[src/rtl/fht_unload.sv]
// Streams the FHT result RAM out as one valid/ready word sequence: one row of four
// banks per fetch, rows visited in bit-reversed order so the spectrum leaves in natural order.
module fht_unload #(
    parameter int D_BIT   = 18,
    parameter int A_BIT   = 8,
    parameter int RD_LAT  = 2,
    parameter int BIT_REV = 1
) (
    input  logic             iCLK,
    input  logic             iRESET,
    input  logic             iSTART,
    output logic [A_BIT-1:0] oADDR_RD,
    input  logic [D_BIT-1:0] iDATA_0,
    input  logic [D_BIT-1:0] iDATA_1,
    input  logic [D_BIT-1:0] iDATA_2,
    input  logic [D_BIT-1:0] iDATA_3,
    output logic [D_BIT-1:0] oDATA,
    output logic             oVALID,
    input  logic             iREADY,
    output logic [A_BIT+1:0] oINDEX,
    output logic             oLAST,
    output logic             oBUSY,
    output logic             oDONE
);

    localparam int LAT_W = (RD_LAT > 1) ? $clog2(RD_LAT) : 1;
    localparam logic [A_BIT-1:0] ROW_MAX = '1;
    localparam logic [LAT_W-1:0] LAT_END = LAT_W'((RD_LAT > 0) ? RD_LAT - 1 : 0);

    typedef enum logic [1:0] {IDLE, ADDR, WAIT, SEND} state_t;

    state_t state, state_n;
    logic [A_BIT-1:0] row, row_n, row_inc;
    logic [A_BIT-1:0] addr, addr_n;
    logic [1:0] bank, bank_n, bank_inc;
    logic [LAT_W-1:0] lat, lat_n;
    logic [D_BIT-1:0] row_buf [4];
    logic [D_BIT-1:0] row_buf_n [4];
    logic [D_BIT-1:0] data, data_n;
    logic [A_BIT+1:0] index, index_n;
    logic valid, valid_n;
    logic last, last_n;
    logic busy, busy_n;
    logic done, done_n;
    logic capture;

    function automatic logic [A_BIT-1:0] row_addr(input logic [A_BIT-1:0] x);
        logic [A_BIT-1:0] r;
        r = x;
        if (BIT_REV != 0) begin
            for (int i = 0; i < A_BIT; i++) r[i] = x[A_BIT-1-i];
        end
        return r;
    endfunction

    always_ff @(posedge iCLK) begin
        if (iRESET) begin
            state <= IDLE;
            row   <= '0;
            addr  <= '0;
            bank  <= '0;
            lat   <= '0;
            for (int i = 0; i < 4; i++) row_buf[i] <= '0;
            data  <= '0;
            index <= '0;
            valid <= 1'b0;
            last  <= 1'b0;
            busy  <= 1'b0;
            done  <= 1'b0;
        end else begin
            state <= state_n;
            row   <= row_n;
            addr  <= addr_n;
            bank  <= bank_n;
            lat   <= lat_n;
            for (int i = 0; i < 4; i++) row_buf[i] <= row_buf_n[i];
            data  <= data_n;
            index <= index_n;
            valid <= valid_n;
            last  <= last_n;
            busy  <= busy_n;
            done  <= done_n;
        end
    end

    // Every output is computed one cycle ahead here so the ports come straight from flops.
    always_comb begin
        state_n   = state;
        row_n     = row;
        addr_n    = addr;
        bank_n    = bank;
        lat_n     = lat;
        row_buf_n = row_buf;
        data_n    = data;
        index_n   = index;
        valid_n   = valid;
        last_n    = last;
        busy_n    = busy;
        done_n    = 1'b0;
        capture   = 1'b0;
        bank_inc  = bank + 2'd1;
        row_inc   = row + 1'b1;

        case (state)
            IDLE: begin
                valid_n = 1'b0;
                busy_n  = 1'b0;
                if (iSTART) begin
                    row_n   = '0;
                    addr_n  = row_addr('0);
                    bank_n  = '0;
                    busy_n  = 1'b1;
                    state_n = ADDR;
                end
            end
            ADDR: begin
                lat_n = '0;
                if (RD_LAT == 0) capture = 1'b1;
                else             state_n = WAIT;
            end
            WAIT: begin
                if (lat == LAT_END) capture = 1'b1;
                else                lat_n   = lat + 1'b1;
            end
            SEND: begin
                if (iREADY) begin
                    if (bank != 2'd3) begin
                        bank_n  = bank_inc;
                        data_n  = row_buf[bank_inc];
                        index_n = {row, bank_inc};
                        last_n  = (row == ROW_MAX) && (bank_inc == 2'd3);
                    end else begin
                        valid_n = 1'b0;
                        last_n  = 1'b0;
                        if (row == ROW_MAX) begin
                            busy_n  = 1'b0;
                            done_n  = 1'b1;
                            state_n = IDLE;
                        end else begin
                            row_n   = row_inc;
                            addr_n  = row_addr(row_inc);
                            state_n = ADDR;
                        end
                    end
                end
            end
            default: state_n = IDLE;
        endcase

        // Row data is latched once; backpressure only replays from this buffer.
        if (capture) begin
            row_buf_n[0] = iDATA_0;
            row_buf_n[1] = iDATA_1;
            row_buf_n[2] = iDATA_2;
            row_buf_n[3] = iDATA_3;
            bank_n       = 2'd0;
            data_n       = iDATA_0;
            index_n      = {row, 2'd0};
            valid_n      = 1'b1;
            last_n       = 1'b0;
            state_n      = SEND;
        end
    end

    assign oADDR_RD = addr;
    assign oDATA    = data;
    assign oVALID   = valid;
    assign oINDEX   = index;
    assign oLAST    = last;
    assign oBUSY    = busy;
    assign oDONE    = done;

endmodule
[config.mk]
export PLATFORM = sky130hd
export DESIGN_NAME = fht_unload
export DESIGN_NICKNAME = d
export VERILOG_FILES = /design/src/rtl/fht_unload.sv
export SDC_FILE = /design/constraint.sdc
export NUM_CORES = 1
export LEC_CHECK = 0
export CORE_MARGIN = 5
export CORE_UTILIZATION = 45
export DETAILED_ROUTE_END_ITERATION = 12
export PLACE_DENSITY = 0.71
export SLEW_MARGIN = 0
export SYNTH_ARGS = -nofsm -noshare
export SYNTH_HDL_FRONTEND = slang
export SYNTH_SLANG_ARGS = --single-unit
export TNS_END_PERCENT = 20
[constraint.sdc]
create_clock -name iCLK -period 2.9 [get_ports iCLK]
set_input_delay 0.58 -clock iCLK [delete_from_list [all_inputs] [get_ports iCLK]]
set_output_delay 0.58 -clock iCLK [all_outputs]
set_load 0.02 [all_outputs]
Word level (Yosys, flattened, before mapping)
Index checks and enable logic that the tools add are counted.
{"block": "totals", "ff_bits": 125, "in_bits": 76, "output_inout_bits": 40}
{"block": "op_classes", "add_sub_neg": 3, "order_cmp": 1, "n_eq_ne": 15, "muxes": 45, "bitwise_logic": 3, "n_reduce_logical": 19}
{"cell": "2-to-1 mux 18 bit", "count": 6}
{"cell": "2-to-1 mux 8 bit", "count": 7}
{"cell": "2-to-1 mux 10 bit", "count": 4}
{"cell": "binary-select mux 18 bit (select 2 bit)", "count": 1}
{"cell": "one-hot mux 8 bit (2 select lines)", "count": 2}
{"cell": "2-to-1 mux 2 bit", "count": 7}
{"cell": "!= test 2 bit (second input constant)", "count": 7}
{"cell": "2-to-1 mux 1 bit", "count": 13}
{"cell": "AND reduction 4 bit", "count": 3}
{"cell": "nonzero test 2 bit", "count": 5}
{"cell": "!= test 3 bit (second input constant)", "count": 3}
{"cell": "AND reduction 3 bit", "count": 3}
{"cell": "adder 8 x 1 -> 8 bit (second input constant)", "count": 1}
{"cell": "== test 8 bit (second input constant)", "count": 1}
{"cell": "== test 2 bit (second input constant)", "count": 3}
{"cell": "one-hot mux 1 bit (2 select lines)", "count": 3}
{"cell": "one-hot mux 2 bit (3 select lines)", "count": 1}
{"cell": "AND reduction 5 bit", "count": 1}
{"cell": "one-hot mux 2 bit (2 select lines)", "count": 1}
{"cell": "nonzero test 4 bit", "count": 1}
{"cell": "OR reduction 4 bit", "count": 1}
{"cell": ">= comparator 3 bit (second input constant)", "count": 1}
{"cell": "inverter 2 -> 3 bit", "count": 1}
{"cell": "nonzero test 3 bit", "count": 1}
{"cell": "8 further kinds", "count": 9}

Depth between registers and ports, before layout
{"block": "logic_depth", "ltp_word": 9, "depth_mapped": 8, "ltp_nobuf": 6}

Worst setup path after synthesis
Ideal clock, no wire load.
{"block": "synth_timing", "path_type": "register to register", "from": "reg bank[0]", "to": "reg data[0], in the netlist oDATA[0]", "setup_ns": 0.134, "t_arrival_ns": 1.906, "required_ns": 2.766, "setup_slack_ns": 0.860, "stages_incl_launch_ff": 9, "synth_period_minus_slack_ns": 2.040, "path_cell_list": "dfxtp_1 buf_2 inv_1 ha_1 buf_2 buf_2 mux4_2 nand2_1 a211oi_1"}
{"block": "synth_between", "elab_chain_len": 9}
{"item": "start, declared", "line_no": "35", "text": "logic [1:0] bank, bank_n, bank_inc;"}
{"item": "start signal, assigned", "line_no": "74", "text": "bank <= bank_n;"}
{"item": "adder 2 x 1 -> 2 bit", "line_no": "101", "text": "bank_inc = bank + 2'd1;"}
{"item": "named net bank_inc[0]", "line_no": "35"}
{"item": "inverter 2 -> 3 bit (implied by the code)", "line_no": "129", "text": "data_n = row_buf[bank_inc];"}
{"item": "binary-select mux 18 bit (select 2 bit)", "line_no": "129"}
{"item": "2-to-1 mux 18 bit (implied by the code) (2 in a row)", "line_no": "129"}
{"item": "2-to-1 mux 18 bit", "line_no": "127", "text": "if (bank != 2'd3) begin"}
{"item": "2-to-1 mux 18 bit", "line_no": "126", "text": "if (iREADY) begin"}
{"item": "2-to-1 mux 18 bit", "line_no": "104", "text": "case (state)"}
{"item": "2-to-1 mux 18 bit", "line_no": "151", "text": "if (capture) begin"}
{"item": "end signal, assigned", "line_no": "77", "text": "data <= data_n;"}
{"item": "end, declared", "line_no": "39", "text": "logic [D_BIT-1:0] data, data_n;"}
The timed path passes the listed nets, and every way through them passes these cells. The select of a mux whose other input is x is not followed.
A chain may end at the register's enable or synchronous reset.

Worst setup path after layout
{"block": "layout_timing", "from": "reg state[0]", "to": "reg row[6]"}
{"block": "layout_between", "elab_chain_len": 3}
{"item": "start, declared", "line_no": "32", "text": "state_t state, state_n;"}
{"item": "start signal, assigned", "line_no": "71", "text": "state <= state_n;"}
{"item": "== test 2 bit or logical NOT 2 bit (tied branches)", "line_no": "104"}
{"item": "!= test 2 bit (no source line) or nonzero test 2 bit (tied branches)"}
{"item": "AND reduction 5 bit (no source line)"}
{"item": "end signal, assigned", "line_no": "72", "text": "row <= row_n;"}
{"item": "end, declared", "line_no": "33", "text": "logic [A_BIT-1:0] row, row_n, row_inc;"}
Parallel ways exist; a longest one is shown, timed or not.

==> run summary <==
run status: finished clean
most common cell after layout, fill and taps aside: sky130_fd_sc_hd__nand2_1
worst supply voltage drop on vdd: 0.340 mV
area share of and/or/nand/nor cells after synthesis: 0.202
endpoint of the worst register-to-register path: row[6]
Antenna diodes: 0
post-synthesis to final-layout area growth: 37.3%
static leakage: 0.00231 uW
average routed wire per standard cell: 16.4 um
number of cells on the worst reg-to-reg path: 5
Max Slew Vio Count: 0
maximum number of pins on one net before global-route repair: 43
power density cells: 623 nW/um^2
Ys Warns: 0
proportion of synthesized chip area in sequential cells: 0.469
CTS H-Tree Depth: 4
WL final: 14000 um
compound-cell area share of the yosys netlist: 0.180
antenna violations before repair: 0
DRC errors left: 0
Crit path arrival time: 2.83 ns
worst hold endpoint: row_buf[10]
area of the mapped netlist: 4990 sq um
adder and majority cell fraction of the synthesized area: 0.0225
number of CTS-inserted buffers: 17
Worst-Skew Late Latency: 0.51 ns
class of the tightest hold or removal check: reg2reg
main combinational cell family by area after synthesis: simple AND/OR/NAND/NOR gates
via count of the first global-routing pass: 4602
mux contribution to synthesized area: 0.0872
commonest cells after routing, fill and taps aside: sky130_fd_sc_hd__nand2_1, sky130_fd_sc_hd__dfxtp_1, sky130_fd_sc_hd__clkdlybuf4s50_1
hold buffer count at CTS: 0
highest clock rate: 0.415 GHz
number of resized instances in the post-cts repair step: 0
type of the worst setup path: reg2reg
Worst Path Max Fanout: 17
xor-xnor portion of the synthesized cell area: 0
TritonCTS clock tree: done
final worst clock skew: 0.0106 ns
detailed-route vias per instance: 5.45
number of clock sinks seen by CTS: 117
number of cells on the worst hold path: 2
cell total after placement: 817
share of flip-flops with an asynchronous set or reset: 0
Netlist cell types: 40
gp weighted congestion: 0.843
clock edge transition at the registers on the reported setup and hold paths: 0.06 ns
worst-case setup slack after placement: 0.438 ns
violation count after the first detailed-route iteration: 461
nets@finish: 781
slew at the pin closest to its max-slew limit: 0.694 ns
r2r startpoint: state[0]
count of boundary I/O pins: 116
layout cells sized above 1: 0.100
grt ovf: 0
tightest slew margin relative to the limit: 0.536
first-pass GRT wire length: 22600 um
horizontal die dimension: 115 um
remaining number of nets flagged by the antenna check after routing: 0
kind of start point of the critical path: register
post-layout utilization of the core: 0.633
detailed placement HPWL: 9620 um
chip height: 115 um
number of setup buffers added after CTS: 0
post-synth net total: 681
DR pass1 iterations: 5
total number of placement rows: 38
R2R Setup Slk: 0.49 ns
global-route total usage across every layer: 0.214
unrepaired setup endpoints after global routing: false
commonest register cell after synthesis: sky130_fd_sc_hd__dfxtp_1
count of buffers from port buffering: 115
die footprint: 13300 sq um
min Tclk post-route: 2.41 ns
Final Worst Setup Slack: 0.491 ns
required time of the worst setup path: 3.32 ns
via count: 4625
placeable core region: 10800 sq um
buffer depth of the longest clock path: 2
syn_area_per_cell: 8.38 sq um
non-filler instance count after layout: 849
Hold Violations, Final: 0
starting density of the core: 0.461
number of synthesized flops with an enable pin: 0
Post-Syn Instances: 596
Hold Crit Start: row_buf[10]
crit share post-route: 0.831
Sum Neg Setup Slack: 0 ns
FF+latch count, synth: 117
Setup-failing EPs final: 0
max capacitance violation total: 0
Crit. End Element: register
clock tree root driver cell: sky130_fd_sc_hd__clkbuf_8
[state kept, by name, summed over array words and instances, names as in the netlist]
| signal | count |
|---|---|
| row_buf | 72 |
| oDATA | 18 |
| oINDEX | 10 |
| row | 7 |
| bank | 2 |
| state | 2 |
| lat | 1 |
| oADDR_RD | 1 |
| oBUSY | 1 |
| oDONE | 1 |
| oLAST | 1 |
| oVALID | 1 |
[worst max-delay path, stage by stage, from the launching register on]
cell	delay, ns
sky130_fd_sc_hd__dfxtp_1	0.41
sky130_fd_sc_hd__ha_1	0.57
sky130_fd_sc_hd__inv_1	0.25
sky130_fd_sc_hd__nor3_1	0.62
sky130_fd_sc_hd__a41oi_1	0.19
sky130_fd_sc_hd__a311oi_1	0.26
[logic make-up after synthesis]
logic type                 Yosys count
buffers and inverters               50
muxes                               21
and+or+nand+nor                    244
DFF                                117
AOI/OAI and AO/OA                  155
adders and majority gates            9
[Yosys cell counts (all sizes together) (2+ instances only)]
master	instances	area, sq um
mux2i	3	30.0
a21oi	104	521
nor2b	2	12.5
nand2	172	646
ha	9	113
buf	11	48.8
and3	3	18.8
mux4	18	405
a311oi	5	43.8
o21ai	10	50.1
inv	5	18.8
a31oi	2	12.5
a211oi	18	135
clkbuf	34	128
nand3	3	15.0
nand3b	2	15.0
dfxtp	117	2340
nand4	2	12.5
nand2b	5	31.3
a211o	3	26.3
nor3	11	55.1
a22oi	5	37.5
nor2	36	135
[final cells by class]
cell class	count	area (sq um)
clock buffers	18	428
multi-input cells	429	2460
inverters	5	18.8
repair buffers	126	1260
clock inverters	14	176
flip-flops and latches	117	2340
well taps	140	175
fillers	963	3980
[where the power goes]
| part | internal (uW) | switching, uW |
|---|---|---|
| clock network | 1340 | 772 |
| registers | 1640 | 29.8 |
| logic | 244 | 254 |
[stage by stage]
step | cell area, sq um | power [uW] | hold slack [ns]
3_5_place_dp | 6260 | 2190 | 0.446
5_1_grt | 6860 | 4410 | 0.477
6_report | 6860 | 4270 | 0.454
4_1_cts | 6860 | 4290 | 0.455
3_3_place_gp | 6260 | 2180 | 0.440
2_1_floorplan | 4990 | 1980 | 0.433
[worst max path at each step]
| stage | from | endpoint | slack, ns | cells past startpoint |
|---|---|---|---|---|
| 4_1_cts | state[0] | row[6] | 0.49 | 5 |
| 6_report | state[0] | row[6] | 0.49 | 5 |
| 2_1_floorplan | bank[0] | oDATA[0] | 0.86 | 8 |
| 3_5_place_dp | iREADY | row[4] | 0.44 | 5 |
| 5_1_grt | state[0] | row[4] | 0.31 | 5 |
| 3_3_place_gp | iREADY | row[6] | 0.53 | 5 |
[layer usage]
layer	vias to the layer above	global-route usage	part of all wire
met4	0	0.0657	0.016
met2	147	0.353	0.48
li1	2266	-	-
met1	2190	0.284	0.45
met5	-	0	0
met3	22	0.0432	0.051
(Power assumes the default switching activity.)
